## config.mk

```make
export PLATFORM = sky130hd
export DESIGN_NAME = img_frame_gate_ctrl
export DESIGN_NICKNAME = d
export VERILOG_FILES = /design/src/rtl/img_frame_gate_ctrl.sv
export SDC_FILE = /design/constraint.sdc
export NUM_CORES = 1
export LEC_CHECK = 0
export ABC_AREA = 1
export BUFFER_PORTS_ARGS = -buffer_cell sky130_fd_sc_hd__buf_2
export CAP_MARGIN = 25
export CORE_MARGIN = 8
export CORE_UTILIZATION = 61
export DETAILED_ROUTE_END_ITERATION = 10
export GPL_TIMING_DRIVEN = 0
export PLACE_DENSITY_LB_ADDON = 0.1
export SYNTH_ARGS = -nofsm -noshare
export SYNTH_HDL_FRONTEND = slang
export SYNTH_SLANG_ARGS = --single-unit
```

## constraint.sdc

```tcl
create_clock -name cam_pclk -period 4 [get_ports cam_pclk]
set_input_delay 1.2 -clock cam_pclk [delete_from_list [all_inputs] [get_ports cam_pclk]]
set_output_delay 1.2 -clock cam_pclk [all_outputs]
set_load 0.02 [all_outputs]
```

## src/rtl/img_frame_gate_ctrl.sv

```systemverilog
// Frame-level gate between camera capture and packetizer: starts/stops on frame boundaries,
// decimates frames, checks forwarded-frame geometry and counts forwarded frames.
module img_frame_gate_ctrl #(
  parameter logic [15:0] CMOS_H_PIXEL  = 16'd640,
  parameter logic [15:0] CMOS_V_PIXEL  = 16'd480,
  parameter int unsigned BYTES_PER_PIX = 2
) (
  input  logic        cam_pclk,
  input  logic        rst_n,
  input  logic        transfer_flag,
  input  logic [3:0]  frame_skip,
  input  logic        cam_vsync,
  input  logic        cam_data_en,
  input  logic [7:0]  cam_data,
  output logic        img_vsync,
  output logic        img_data_en,
  output logic [7:0]  img_data,
  output logic        frame_active,
  output logic [15:0] frame_cnt,
  output logic        err_geom,
  output logic        err_sticky
);

  localparam logic [15:0] H_BYTES = 16'(CMOS_H_PIXEL * BYTES_PER_PIX);

  typedef enum logic [1:0] {StIdle, StWaitSof, StPass, StSkip} state_t;

  state_t      r_state, w_state_next;
  logic        r_tf_meta, r_tf_sync, r_tf_sync_d;
  logic        r_vsync_d0, r_vsync_d1, r_de_d0, r_de_d1;
  logic [7:0]  r_data_d0;
  logic [3:0]  r_skip_cnt, w_skip_next;
  logic [15:0] r_byte_cnt, r_line_cnt, w_line_inc, w_lines_eff;
  logic        r_bad_line;
  logic        r_img_vsync, r_img_de, r_err_geom, r_err_sticky;
  logic [7:0]  r_img_data;
  logic [15:0] r_frame_cnt;
  logic        w_sof, w_eof, w_pass, w_de_fall, w_tf_rise, w_line_end, w_frame_end, w_geom_bad;

  always_ff @(posedge cam_pclk or negedge rst_n) begin
    if (!rst_n) begin
      r_tf_meta   <= 1'b0;
      r_tf_sync   <= 1'b0;
      r_tf_sync_d <= 1'b0;
      r_vsync_d0  <= 1'b1;
      r_vsync_d1  <= 1'b1;
      r_de_d0     <= 1'b0;
      r_de_d1     <= 1'b0;
      r_data_d0   <= 8'd0;
    end else begin
      r_tf_meta   <= transfer_flag;
      r_tf_sync   <= r_tf_meta;
      r_tf_sync_d <= r_tf_sync;
      r_vsync_d0  <= cam_vsync;
      r_vsync_d1  <= r_vsync_d0;
      r_de_d0     <= cam_data_en;
      r_de_d1     <= r_de_d0;
      r_data_d0   <= cam_data;
    end
  end

  assign w_sof       = r_vsync_d1 & ~r_vsync_d0;
  assign w_eof       = ~r_vsync_d1 & r_vsync_d0;
  assign w_pass      = (r_state == StPass);
  assign w_de_fall   = r_de_d1 & ~r_de_d0;
  assign w_tf_rise   = r_tf_sync & ~r_tf_sync_d;
  assign w_line_end  = w_pass & w_de_fall;
  assign w_frame_end = w_pass & w_eof;
  assign w_line_inc  = (r_line_cnt == 16'hFFFF) ? r_line_cnt : r_line_cnt + 16'd1;
  // A line that closes in the EOF cycle itself still belongs to the frame.
  assign w_lines_eff = w_line_end ? w_line_inc : r_line_cnt;
  assign w_geom_bad  = r_bad_line | (w_line_end & (r_byte_cnt != H_BYTES)) |
                       (w_lines_eff != CMOS_V_PIXEL) | r_de_d0;

  always_comb begin
    w_state_next = r_state;
    w_skip_next  = r_skip_cnt;
    unique case (r_state)
      StIdle: begin
        w_skip_next = 4'd0;
        if (r_tf_sync && r_vsync_d0) w_state_next = StWaitSof;
      end
      StWaitSof: begin
        if (!r_tf_sync) begin
          w_state_next = StIdle;
        end else if (w_sof) begin
          if (r_skip_cnt == 4'd0) begin
            w_state_next = StPass;
            w_skip_next  = frame_skip;
          end else begin
            w_state_next = StSkip;
            w_skip_next  = r_skip_cnt - 4'd1;
          end
        end
      end
      StPass, StSkip: begin
        if (w_eof) w_state_next = r_tf_sync ? StWaitSof : StIdle;
      end
      default: w_state_next = StIdle;
    endcase
  end

  always_ff @(posedge cam_pclk or negedge rst_n) begin
    if (!rst_n) begin
      r_state    <= StIdle;
      r_skip_cnt <= 4'd0;
    end else begin
      r_state    <= w_state_next;
      r_skip_cnt <= w_skip_next;
    end
  end

  always_ff @(posedge cam_pclk or negedge rst_n) begin
    if (!rst_n) begin
      r_byte_cnt <= 16'd0;
      r_line_cnt <= 16'd0;
      r_bad_line <= 1'b0;
    end else if (w_sof) begin
      r_byte_cnt <= 16'd0;
      r_line_cnt <= 16'd0;
      r_bad_line <= 1'b0;
    end else if (w_pass) begin
      if (r_de_d0) begin
        if (r_byte_cnt != 16'hFFFF) r_byte_cnt <= r_byte_cnt + 16'd1;
      end else if (w_de_fall) begin
        r_byte_cnt <= 16'd0;
        r_line_cnt <= w_line_inc;
        if (r_byte_cnt != H_BYTES) r_bad_line <= 1'b1;
      end
    end
  end

  always_ff @(posedge cam_pclk or negedge rst_n) begin
    if (!rst_n) begin
      r_img_vsync  <= 1'b1;
      r_img_de     <= 1'b0;
      r_img_data   <= 8'd0;
      r_frame_cnt  <= 16'd0;
      r_err_geom   <= 1'b0;
      r_err_sticky <= 1'b0;
    end else begin
      r_img_vsync <= ((w_state_next == StPass) || w_pass) ? r_vsync_d0 : 1'b1;
      r_img_de    <= r_de_d0 & w_pass;
      r_img_data  <= (r_de_d0 && w_pass) ? r_data_d0 : 8'd0;
      r_err_geom  <= w_frame_end & w_geom_bad;
      if (w_frame_end) r_frame_cnt <= r_frame_cnt + 16'd1;
      if (w_frame_end && w_geom_bad) r_err_sticky <= 1'b1;
      else if (w_tf_rise)            r_err_sticky <= 1'b0;
    end
  end

  assign img_vsync    = r_img_vsync;
  assign img_data_en  = r_img_de;
  assign img_data     = r_img_data;
  assign frame_active = w_pass;
  assign frame_cnt    = r_frame_cnt;
  assign err_geom     = r_err_geom;
  assign err_sticky   = r_err_sticky;

endmodule
```

-- Word level (Yosys, flattened, before mapping)
Cells that the tools add are included.
- add/sub/neg operators: 4
- bitwise operators: 16
- reduce and logical (&&, ||, !) cells: 17
- equality and inequality tests: 12
- mux-type cells: 31
- operators by type and width (cell ; number):
    two-way mux 16 bit ; 11
    adder 16 x 1 -> 16 bit (second input constant) ; 3
    equality test 16 bit (second input constant) ; 1
    != test 16 x 11 -> 1 bit (second input constant) ; 1
    != test 16 bit (second input constant) ; 1
    != test 16 x 9 -> 1 bit (second input constant) ; 1
    two-way mux 4 bit ; 3
    two-way mux 1 bit ; 10
    nonzero test 2 bit ; 5
    AND 1 bit ; 9
    AND reduction 3 bit ; 3
    two-way mux 2 bit ; 4
    two-way mux 8 bit ; 1
    one-hot mux 4 bit (2 select lines) ; 1
    equality test 2 bit (second input constant) ; 3
    one-hot mux 2 bit (3 select lines) ; 1
    logical NOT 4 bit ; 1
    != test 2 bit (second input constant) ; 2
    NOT 1 bit ; 4
    AND reduction 4 bit ; 1
    subtractor 4 x 1 -> 4 bit (second input constant) ; 1
    logical AND 1 bit ; 3
    != test 3 x 1 -> 1 bit (second input constant) ; 1
    OR 1 bit ; 3
    6 further kinds ; 6
- register bits: 82
- input port bits: 17
- output and inout port bits: 29
- word-level logic and storage cells: 99

-- Logic depth before layout (Yosys ltp)
Gate-level depths: netlist of the first run.
- depth in word-level cells: 9
- gate-level depth with buffers: 15
- depth with buffers taken out: 14

-- Worst setup path after synthesis of the first run
Ideal clock, no wire load.
- kind: register to output
- start point: register r_state[0]
- end point: output port frame_active
- data required time: 2.800 ns
- data arrival time: 0.639 ns
- path buffers: 0
- setup slack: 2.161 ns
- stages on the path, launching flop included: 4
- cell sequence: dfrtp_1 inv_2 nand2_2 inv_2
- longest elaborated chain between the ends: 1
- RTL lines (what ; RTL line ; source):
    from (decl) ; 28 ; state_t r_state, w_state_next;
    from (signal assigned) ; 105 ; r_state <= StIdle;
    from (signal assigned) ; 108 ; r_state <= w_state_next;
    equality test 2 bit ; 64 ; assign w_pass = (r_state == StPass);
    to (decl) ; 18 ; output logic frame_active,
No other way between the ends.

-- Worst setup path in the final report of the first run
Same ends and word-level chain as after synthesis.

==> flow_metrics.env, run 1 <==
export IMPL_grt_start_max_net_pins=45
export IMPL_port_buffers=45
export IMPL_antenna_found_initial=0
export IMPL_postRouteWirelength_mm=8.84
export IMPL_wl_per_cell_um=13.6
export IMPL_cts_buffers=9
export IMPL_slowest_stage="dfrtp_1"
export IMPL_hp_start="r_tf_meta"
export IMPL_vias=3478
export IMPL_clock_latency_ns=0.36
export IMPL_drtIter0Drc=141
export IMPL_worst_hold_slack_ns=0.372
export IMPL_finalSetupViolCount=0
export IMPL_grt_pass1_wl_mm=15.3
export IMPL_power_leakage_nw=2.41
export IMPL_crit_arrival_ns=1.21
export IMPL_fp_dieW_um=99.2
export IMPL_synth_seq_cells=82
export IMPL_end_kind="primary output"
export IMPL_nets=588
export IMPL_ys_seq_area_share_pct=48.6
export IMPL_finalMaxSlewViolations=0
export IMPL_r2r_start="r_line_cnt[0]"
export IMPL_cts_max_path_buffers=2
export IMPL_final_antenna_net_count=0
export IMPL_fp_dieH_um=99.2
export IMPL_finClkSkew_ns=0.0107
export IMPL_critical_path_max_stage_delay_ns=0.41
export IMPL_clk_pin_slew_ns=0.09
export IMPL_yosysWarnings=0
export IMPL_status="finished, final reports clean"
export IMPL_cp_common_cell="inv_2"
export IMPL_cts_repair_resized=0
export IMPL_cts_sinks=82
export IMPL_n_fill_cell=542
export IMPL_start_kind="flop"
export IMPL_ios=46
export IMPL_rsz0062_at_grt="no"
export IMPL_synth_top_cell_by_area="dfrtp_1"
export IMPL_cts_root_buffer="clkbuf_8"
export IMPL_maxCapViolCount=0
export IMPL_critical_path_cell_chain="inv_2 -> nand2_2 -> inv_2 -> buf_2"
export IMPL_cts_tree="done"
export IMPL_fin_crit_ns=2.41
export IMPL_htreeDepth=3
export IMPL_yosys_area_top_type_share_pct=46.8
export IMPL_maxSlewHeadroom_pct=58.3
export IMPL_vdd_drop_max_uv=361
export IMPL_synthCells=508
export IMPL_netlist_area_um2=4230
export IMPL_gp_congestion=0.898
export IMPL_antenna_cells=0
export IMPL_initial_core_util_pct=62.6
export IMPL_period_share_pct=60.3
export IMPL_dp_hpwl_mm=6.62
export IMPL_drc=0
export IMPL_finalHoldViolCount=0
export IMPL_syn_area_per_cell_um2=8.32
export IMPL_via_per_inst=5.35
export IMPL_postCtsHoldBufs=0
export IMPL_dr_pass1_iters=4
export IMPL_setup_tns_final_ns=0
export IMPL_grt_usage_pct=19.2
export IMPL_powerDensity_nw_per_um2=389
export IMPL_synth_cell_type_count=41
export IMPL_cp_max_fo=3
export IMPL_synthesis_nets=531
export IMPL_tightest_slew_ns=0.626
export IMPL_hold_path_class="reg -> reg"
export IMPL_post_cts_buffers=0
export IMPL_drive_gt1_share_pct=20.5
export IMPL_max_freq_mhz=415
export IMPL_die_area_um2=9850
export IMPL_yosys_top_cells_area="dfrtp_1 (47%), nand2_1 (8.0%), inv_1 (6.0%)"
export IMPL_core_um2=6760
export IMPL_num_rows=30
export IMPL_path_class="reg -> out"
export IMPL_critPathLaunch="r_state[0]"
export IMPL_grt_pass1_vias=3398
export IMPL_grt_overflow_total=0
export IMPL_area_growth_pct=13.2
export IMPL_cp_required_ns=2.80
-- cell usage in the layout (no fill, tap or decap), drive strengths merged --
master,count
nand3,43
clkinvlp,2
o31ai,1
nor4b,1
ha,6
a31oi,1
nor3,13
a22oi,1
o32ai,1
o22ai,1
dfrtp,79
dfstp,3
clkinv,1
nor4,1
o211ai,6
xor2,16
o21a,2
nand4,12
o21ai,22
and3,1
nor2,77
a21oi,18
inv,81
xnor2,8
nand2,104
buf,50
bufinv,1
nor3b,1
clkbuf,13
nand3b,2
o2111ai,1
and2,1
-- area by class of cell --
cell class,instances,area [µm²],area share (%)
tap,80,100,2.09
clock inverter,6,71.3,1.49
buffer,7,46.3,0.968
multi-input combinational,340,1830,38.2
timing repair buffer,46,248,5.18
inverter,79,297,6.20
sequential,82,2060,43.0
clock buffer,10,138,2.88
-- through the flow --
stage / instance area (µm²) / utilization [%] / setup WS [ns] / power, mW / instances
floorplan: 4230 / - / 2.16 / 1.15 / 508
global placement: 4550 / 67.4 / 1.13 / 1.24 / 633
detailed placement: 4570 / 67.7 / 1.87 / 1.26 / 634
CTS: 4780 / 70.8 / 1.57 / 1.88 / 650
global route: 4780 / 70.8 / 1.52 / 1.95 / 650
finish: 4780 / 70.8 / 1.59 / 1.86 / 650
-- kinds of logic after synthesis --
group | count (synthesis) | synth area share [%]
AOI/OAI and AO/OA | 54 | 7.40
xor gates and xnor gates | 24 | 4.97
adders and majority gates | 6 | 1.78
buffers and inverters | 86 | 8.11
DFF | 82 | 48.6
and+or+nand+nor | 256 | 29.1
-- flip-flops by register name (all words and copies together), names as in the netlist, 2 cells and up --
signal	flops
frame_cnt	16
r_line_cnt	16
r_byte_cnt	16
r_state	2
r_data_d0	8
r_skip_cnt	4
img_data	8
-- layer usage --
layer,wire length (µm),global-route usage [%],up-vias
li1,-,-,1736
met1,3910,23.4,1642
met5,0,0,-
met3,571,6.08,13
met4,168,7.92,0
met2,4200,30.8,87
-- worst paths after layout --
check                           cells after the start  slack (ns)       endpoint
worst max-delay path                                4        1.59   frame_active
worst min-delay path                                0        0.37      r_tf_sync
worst max register to register                     15        1.82     err_sticky
worst min register to register                      0        0.37      r_tf_sync
max in group asynchronous                           2        2.61    img_data_en
min in group asynchronous                           1        0.80  r_skip_cnt[3]
-- synthesized netlist by cell type, drive strengths merged --
| master | n |
|---|---|
| nand2 | 104 |
| dfrtp | 79 |
| inv | 79 |
| nor2 | 77 |
| nand3 | 43 |
| o21ai | 22 |
| a21oi | 18 |
| xor2 | 16 |
| nor3 | 13 |
| nand4 | 12 |
| xnor2 | 8 |
| ha | 6 |
| o211ai | 6 |
| buf | 4 |
| clkbuf | 3 |
| dfstp | 3 |
| nand3b | 2 |
| o21a | 2 |
| a22oi | 1 |
| a31oi | 1 |
| and2 | 1 |
| and3 | 1 |
| nor3b | 1 |
| nor4 | 1 |
| nor4b | 1 |
| o2111ai | 1 |
| o22ai | 1 |
| o31ai | 1 |
| o32ai | 1 |
-- worst max-delay path: cells and delay by family (launching register included) --
kind / cells / cell delay [ns]
and+or+nand+nor: 1 / 0.10
buffers and inverters: 3 / 0.35
DFF: 1 / 0.41
-- where the power goes --
part | total [mW] | leakage [nW] | switching [mW] | internal [mW]
sequential | 0.926 | 1.10 | 0.0421 | 0.884
clock | 0.622 | 0.0995 | 0.311 | 0.311
combinational | 0.311 | 1.21 | 0.207 | 0.104
No activity file was read; power rests on OpenSTA's default activity.
==> run 2: changes to the inputs <==
--- a/config.mk
+++ b/config.mk
@@ -9,7 +9,7 @@
 export BUFFER_PORTS_ARGS = -buffer_cell sky130_fd_sc_hd__buf_2
 export CAP_MARGIN = 25
 export CORE_MARGIN = 8
-export CORE_UTILIZATION = 61
+export CORE_UTILIZATION = 53
 export DETAILED_ROUTE_END_ITERATION = 10
 export GPL_TIMING_DRIVEN = 0
 export PLACE_DENSITY_LB_ADDON = 0.1
==> constraint.sdc (replaced) <==
create_clock -name cam_pclk -period 2.2 [get_ports cam_pclk]
set_input_delay 0.66 -clock cam_pclk [delete_from_list [all_inputs] [get_ports cam_pclk]]
set_output_delay 0.66 -clock cam_pclk [all_outputs]
set_load 0.02 [all_outputs]
==> flow_metrics.env, run 2 (synthesized netlist as in run 1, its figures left out) <==
export IMPL_seq_power_share_pct=49.7
export IMPL_cts_tree="done"
export IMPL_port_buffers=45
export IMPL_grt_overflow_total=0
export IMPL_layout_commonest_cell="nand2_1"
export IMPL_postRouteWirelength_mm=9.07
export IMPL_fin_crit_ns=1.99
export IMPL_start_kind="flop"
export IMPL_clock_latency_ns=0.35
export IMPL_tightest_slew_ns=0.610
export IMPL_cts_max_path_buffers=2
export IMPL_nets=588
export IMPL_endpoint="err_sticky"
export IMPL_drc=0
export IMPL_initial_core_util_pct=54.7
export IMPL_grt_pass1_vias=3472
export IMPL_finClkSkew_ns=0.0106
export IMPL_cp_max_fo=10
export IMPL_finalMaxSlewViolations=0
export IMPL_r2r_slack_ns=0.21
export IMPL_area_growth_pct=14.3
export IMPL_postCtsHoldBufs=0
export IMPL_maxSlewHeadroom_pct=59.3
export IMPL_finalHoldViolCount=0
export IMPL_dr_pass1_iters=4
export IMPL_core_um2=7730
export IMPL_final_antenna_net_count=0
export IMPL_post_cts_buffers=0
export IMPL_drtIter0Drc=184
export IMPL_end_kind="flop"
export IMPL_most_common_layout_cells="nand2_1 (90), dfrtp_1 (78), inv_1 (68), nor2_1 (64), buf_2 (45)"
export IMPL_vdd_drop_max_uv=570
export IMPL_grt_start_max_net_pins=54
export IMPL_path_class="reg -> reg"
export IMPL_postLayoutCellArea_um2=4830
export IMPL_num_rows=32
export IMPL_fp_dieH_um=105
export IMPL_p_sw_share_pct=30.4
export IMPL_antenna_cells=0
export IMPL_fin_util_pct=62.5
export IMPL_period_share_pct=90.7
export IMPL_cp_required_ns=2.44
export IMPL_maxCapViolCount=0
export IMPL_dp_hpwl_mm=6.72
export IMPL_power_leakage_nw=2.41
export IMPL_antenna_found_initial=0
export IMPL_vias=3398
export IMPL_wl_per_cell_um=13.5
export IMPL_cts_root_buffer="clkbuf_8"
export IMPL_clk_pin_slew_ns=0.09
export IMPL_ios=46
export IMPL_gp_congestion=0.908
export IMPL_crit_arrival_ns=2.24
export IMPL_die_area_um2=11100
export IMPL_fp_dieW_um=105
export IMPL_rsz0062_at_grt="no"
export IMPL_drive_gt1_share_pct=20.9
export IMPL_grt_pass1_wl_mm=15.9
export IMPL_status="finished, final reports clean"
export IMPL_p_int_mw=2.36
export IMPL_rr_worst_depth=15
export IMPL_htreeDepth=3
export IMPL_hold_path_class="in -> async"
export IMPL_finalSetupViolCount=0
export IMPL_powerDensity_nw_per_um2=703
export IMPL_r2r_start="r_line_cnt[0]"
export IMPL_pwr_share_clk_pct=33.4
export IMPL_p_comb_share_pct=16.9
export IMPL_placed_cell_area_um2=4610
export IMPL_critPathLaunch="r_line_cnt[0]"
export IMPL_cts_buffers=9
export IMPL_switchingPower_mw=1.03
export IMPL_max_freq_mhz=501
export IMPL_grt_usage_pct=17.4
export IMPL_r2r_end="err_sticky"
export IMPL_cts_repair_resized=0
export IMPL_cts_sinks=82
export IMPL_via_per_inst=5.06
## run 2: cell counts in the layout (fill, tap and decap cells not counted)
No cell type changed its count.
## run 2: through the flow
stage / setup slack [ns] / std cells / power (mW) / setup TNS, ns / hold slack [ns]
2_1_floorplan: 0.376 / 508 / 2.09 / 0 / 0.331
3_3_place_gp: -0.151 / 655 / 2.26 / -11.38 / 0.336
3_5_place_dp: 0.0323 / 656 / 2.29 / 0 / 0.350
4_1_cts: 0.0104 / 672 / 3.42 / 0 / 0.241
5_1_grt: 0.0575 / 672 / 3.58 / 0 / 0.248
6_report: 0.205 / 672 / 3.39 / 0 / 0.224
## run 2: how the worst min path moves through the flow
stage | slack (ns) | to | depth (start not counted) | start
2_1_floorplan | 0.33 | r_tf_sync | 0 | r_tf_meta
3_3_place_gp | 0.34 | r_tf_sync | 0 | r_tf_meta
3_5_place_dp | 0.35 | r_tf_sync | 0 | r_tf_meta
4_1_cts | 0.24 | r_line_cnt[7] | 1 | rst_n
5_1_grt | 0.25 | r_line_cnt[7] | 1 | rst_n
6_report | 0.22 | r_line_cnt[7] | 1 | rst_n
## run 2: routing by layer
metal / GRT usage (%) / vias to the layer above / part of all wire, %
li1: - / 1733 / -
met1: 21.9 / 1591 / 47
met2: 28.1 / 63 / 47
met3: 4.38 / 11 / 5.1
met4: 6.52 / 0 / 1.3
met5: 0 / - / 0
## run 2: final cells by class
cell class,instances,area (µm²)
fillers,687,2900
flip-flops and latches,82,2060
multi-input cells,340,1840
inverters,79,297
repair buffers,46,255
clock buffers,10,138
well taps,102,128
clock inverters,6,71.3
plain buffers,7,46.3
## run 2: critical path, cell delays in order (launching register included)
cell and delay (ns):
dfrtp_2 0.45, ha_4 0.20, inv_2 0.05, nor2_4 0.14, nand2_2 0.10, inv_2 0.07, nand2_2 0.08, buf_6 0.16
nand2_2 0.06, o21ai_2 0.05, nand2_2 0.06, nand3_1 0.09, nor2_1 0.12, nand3_1 0.08, nand2_1 0.10, nand2_1 0.06
## run 2: power by group through the flow
stage               Combinational, mW  Sequential, mW  Clock [mW]
floorplan                       0.342            1.75           0
global placement                0.553            1.71           0
detailed placement              0.577            1.71           0
CTS                             0.577            1.68        1.16
global route                    0.655            1.70        1.23
finish                          0.573            1.69        1.14
